===== src/rtl/cdc_pkg.sv =====
// Shared types and default constants for the 4-phase handshake transmitter.
package cdc_pkg;

  typedef enum logic [1:0] {
    IDLE   = 2'd0,
    REQ_HI = 2'd1,
    REQ_LO = 2'd2
  } state_t;

  localparam int CDC_DW     = 8;
  localparam int CDC_SYNC_W = 2;

endpackage


===== src/rtl/sync_h.sv =====
// Single-bit multi-stage synchronizer with asynchronous active-high reset.
module sync_h #(
  parameter int stages = 2
) (
  input  logic clk,
  input  logic rst,
  input  logic d,
  output logic q
);

  logic [stages-1:0] chain;

  // Shift the asynchronous input through the flop chain; the last stage is safe to use.
  always_ff @(posedge clk or posedge rst) begin
    if (rst) begin
      chain <= {stages{1'b0}};
    end else begin
      chain <= {chain[stages-2:0], d};
    end
  end

  assign q = chain[stages-1];

endmodule


===== src/rtl/cdc_hs_tx.sv =====
// Source side of a 4-phase req/ack handshake carrying a dw-bit payload to another clock domain.
module cdc_hs_tx
  import cdc_pkg::*;
#(
  parameter int dw     = CDC_DW,
  parameter int sync_w = CDC_SYNC_W
) (
  input  logic          clk,
  input  logic          rst,
  input  logic [dw-1:0] tx_data,
  input  logic          tx_valid,
  output logic          tx_ready,
  output logic          tx_done,
  output logic          req,
  output logic [dw-1:0] data_o,
  input  logic          ack_i
);

  state_t        state;
  state_t        state_nxt;
  logic          ack_s;
  logic          req_nxt;
  logic          done_nxt;
  logic [dw-1:0] data_nxt;

  sync_h #(
    .stages(sync_w)
  ) u_ack_sync (
    .clk(clk),
    .rst(rst),
    .d  (ack_i),
    .q  (ack_s)
  );

  // A stale ack still visible in IDLE blocks new transfers until the far side settles.
  assign tx_ready = (state == IDLE) & ~ack_s;

  // Next-state and next-output decode for the handshake sequence.
  always_comb begin
    state_nxt = state;
    req_nxt   = req;
    data_nxt  = data_o;
    done_nxt  = 1'b0;
    case (state)
      IDLE: begin
        if (tx_valid & tx_ready) begin
          state_nxt = REQ_HI;
          req_nxt   = 1'b1;
          data_nxt  = tx_data;
        end else begin
          req_nxt   = 1'b0;
        end
      end
      REQ_HI: begin
        if (ack_s) begin
          state_nxt = REQ_LO;
          req_nxt   = 1'b0;
        end else begin
          req_nxt   = 1'b1;
        end
      end
      REQ_LO: begin
        if (!ack_s) begin
          state_nxt = IDLE;
          done_nxt  = 1'b1;
        end else begin
          req_nxt   = 1'b0;
        end
      end
      default: begin
        state_nxt = IDLE;
        req_nxt   = 1'b0;
        done_nxt  = 1'b0;
      end
    endcase
  end

  // State, request, payload and completion registers.
  always_ff @(posedge clk or posedge rst) begin
    if (rst) begin
      state   <= IDLE;
      req     <= 1'b0;
      data_o  <= {dw{1'b0}};
      tx_done <= 1'b0;
    end else begin
      state   <= state_nxt;
      req     <= req_nxt;
      data_o  <= data_nxt;
      tx_done <= done_nxt;
    end
  end

endmodule


===== config.mk =====
export PLATFORM = sky130hd
export DESIGN_NAME = cdc_hs_tx
export DESIGN_NICKNAME = d
export VERILOG_FILES = /design/src/rtl/cdc_pkg.sv /design/src/rtl/sync_h.sv /design/src/rtl/cdc_hs_tx.sv
export SDC_FILE = /design/constraint.sdc
export NUM_CORES = 1
export LEC_CHECK = 0
export ABC_AREA = 1
export CAP_MARGIN = 20
export CORE_MARGIN = 1
export CORE_UTILIZATION = 36
export CTS_CLUSTER_DIAMETER = 100
export DETAILED_ROUTE_END_ITERATION = 10
export PLACE_DENSITY = 0.72
export SETUP_SLACK_MARGIN = 0.2
export SYNTH_ARGS = -nofsm -noshare
export SYNTH_HDL_FRONTEND = slang
export SYNTH_SLANG_ARGS = --single-unit
export TNS_END_PERCENT = 30

===== constraint.sdc =====
create_clock -name clk -period 1.13 [get_ports clk]
set_clock_uncertainty 0.15 [all_clocks]
set_input_delay 0.226 -clock clk [delete_from_list [all_inputs] [get_ports clk]]
set_output_delay 0.226 -clock clk [all_outputs]
set_load 0.01 [all_outputs]

==> run metrics <==
starting density of the core 0.4093; Skew-Pair Late Insertion Delay 0.27 ns; Core Util, Final 0.6639; Slew Limit Headroom 0.8465; drt drc 0; r2r endpoint data_o[3]; grt ovf 0; hold buffer count at CTS 0; vias in the first global route 459; post-route insts no fill 104; Critical Path End Type output port; Num CTS Buffers 3; Setup violations, final 23; Ports 23; critical path launch point type flop; Starting DRT DRC Count 6; initial antenna violation count 0; critical path class flop to output port; Synth top cells by count nand2_1 (19), dfrtp_1 (14), nand4_1 (8), inv_1 (3); Longest Clk Path Bufs 2; Die Wd 41.42 um; Routed WL 1.251 mm; synth top area cells dfrtp_1 (63%), nand2_1 (13%), nand4_1 (8.9%), nor2_8 (3.6%), nand3_4 (3.1%); WL/cell 12.03 um; CTS tree done; Pleak 0.4660 nW; placed cells 97; Seq/Total Area, Yosys 0.6264; Final Cell Area 907.1 um2; first-pass GRT wire length between 1.5 and 2 mm; total track usage 0.1506; Cells after Synth 53; placed wire-length estimate 856.7 um; synthesis warning total 0; vias per cell 4.904; port bufs 22; endpoints failing hold 0; Max H-tree Level 1; vias around 500; Reg clk slew, reported paths roughly 0.08 ns; synthesized area 559.3 um2; final net count 102; max-slew violations 0; Final min period 1.363 ns; die area 1715 um2; Max Clock Freq 0.7338 GHz; worst r2r src state[1]; Slew @ Worst Pin 0.2296 ns; cell row count 13; First-pass DRT Iterations 4; Yosys top cell area share 0.6264; unrepaired setup endpoints after global routing yes; post-route worst setup slack -0.2328 ns; CTS Sinks 14; flops & latches, synth 14; Synth cell types 13; PD cells 1486 nW/um2; pin count of the biggest net entering global routing 15; ys async rst share 1.000; status complete, but fails checks; routability cong. 0.7476; Root Driver clkbuf_4; Critical Path RT around 0.75 ns; CP Data Arrival Time 0.99 ns; layout cells sized above 1 0.4494; Most used DFF post-synth dfrtp_1; area post-placement 860.8 um2; FF-to-FF path depth 6; WHS 0.08714 ns; Max-cap violations 0; most common cell in the netlist nand2_1; P&R area growth vs syn 62.19%; Core ar. ~1400 um2; Synth Area per Inst 10.55 um2; worst-path maximum fanout 2; ANT nets after route 0; failing checks negative setup slack; diodes inserted 0; Mapped Nets 65; Hold/Removal Path Class input pin to asynchronous set/reset pin; Max IR drop VDD 0.0009924 V; FF-to-FF setup slack -0.19 ns; # fillers 121; number of flops mapped to enable cells by yosys 0; post-synth top area cell dfrtp_1; period utilization 1.206; DIE HEIGHT 41.42 um
final cells by class:
| cell class | instances | area (um2) | area share |
|---|---|---|---|
| flip-flops and latches | 14 | 352.8 | 0.3890 |
| repair buffers | 33 | 259.0 | 0.2855 |
| multi-input cells | 34 | 222.7 | 0.2455 |
| clock buffers | 4 | 36.28 | 0.04000 |
| well taps | 15 | 18.77 | 0.02069 |
| inverters | 4 | 17.52 | 0.01931 |
cell families (layout without fill, tap and decap cells):
logic type,count (synthesis),in the layout,share of synthesized area
simple gates,32,32,0.3155
compound gates,2,2,0.02237
buf+inv,5,41,0.03578
flops,14,14,0.6264
worst max-delay path, stage by stage, from the launching register on:
cell	delay (ns)
dfrtp_2	0.42
nor3_2	0.16
buf_2	0.14
through the flow:
stage                     worst slack [ns]  TNS, ns   power, W
final                              -0.2328   -2.370   0.001348
after global routing               -0.2958   -3.317   0.001420
after CTS                          -0.2390   -2.018   0.001322
after detailed placement           -0.3514   -3.341   0.001020
after global placement             -0.3346   -3.186   0.001010
after floorplan                    0.03582        0  0.0007812
state kept, by name, indices dropped and copies added, names as in the netlist:
signal / count
state: 2
tx_done: 1
u_ack_sync.chain: 2
req: 1
data_o: 8
cell usage in the layout (no fill, tap or decap), drive strengths merged:
master,synthesis,routed
nand3,1,1
buf,1,22
nor2,2,2
inv,4,4
nand2,20,20
o21ai,1,1
clkbuf,0,4
a21boi,1,1
nor3,1,1
clkdlybuf4s50,0,11
dfrtp,14,14
nand4,8,8
worst max-delay path by stage:
stage	from	endpoint	slack (ns)	depth (start not counted)
after global routing	state[1]	tx_ready	-0.30	2
after detailed placement	state[1]	tx_ready	-0.35	2
final	state[1]	tx_ready	-0.23	2
after floorplan	u_ack_sync.chain[1]	data_o[4]	0.04	4
after CTS	u_ack_sync.chain[1]	tx_ready	-0.24	2
after global placement	state[1]	tx_ready	-0.33	2
power by group:
group | leakage [nW] | total, W | switching, W | internal, W
Clock | 0.0210 | 0.000356 | 0.000160 | 0.000196
Combinational | 0.272 | 0.000373 | 0.000187 | 0.000186
Sequential | 0.173 | 0.000619 | 0.0000401 | 0.000579
timing repair:
action,in CTS,in global routing
buffers inserted,2,1
pin swaps,2,4
setup endpoints to repair,23,23
cloned,0,0
resized for setup,46,10
metal layers:
metal / global-route usage / vias to the layer above / wire, um
li1: - / 250 / -
met1: 0.1921 / 243 / 557
met2: 0.2438 / 15 / 613
met3: 0.02609 / 2 / 58
met4: 0.07742 / 0 / 21
met5: 0 / - / 0
(Power assumes the default switching activity.)
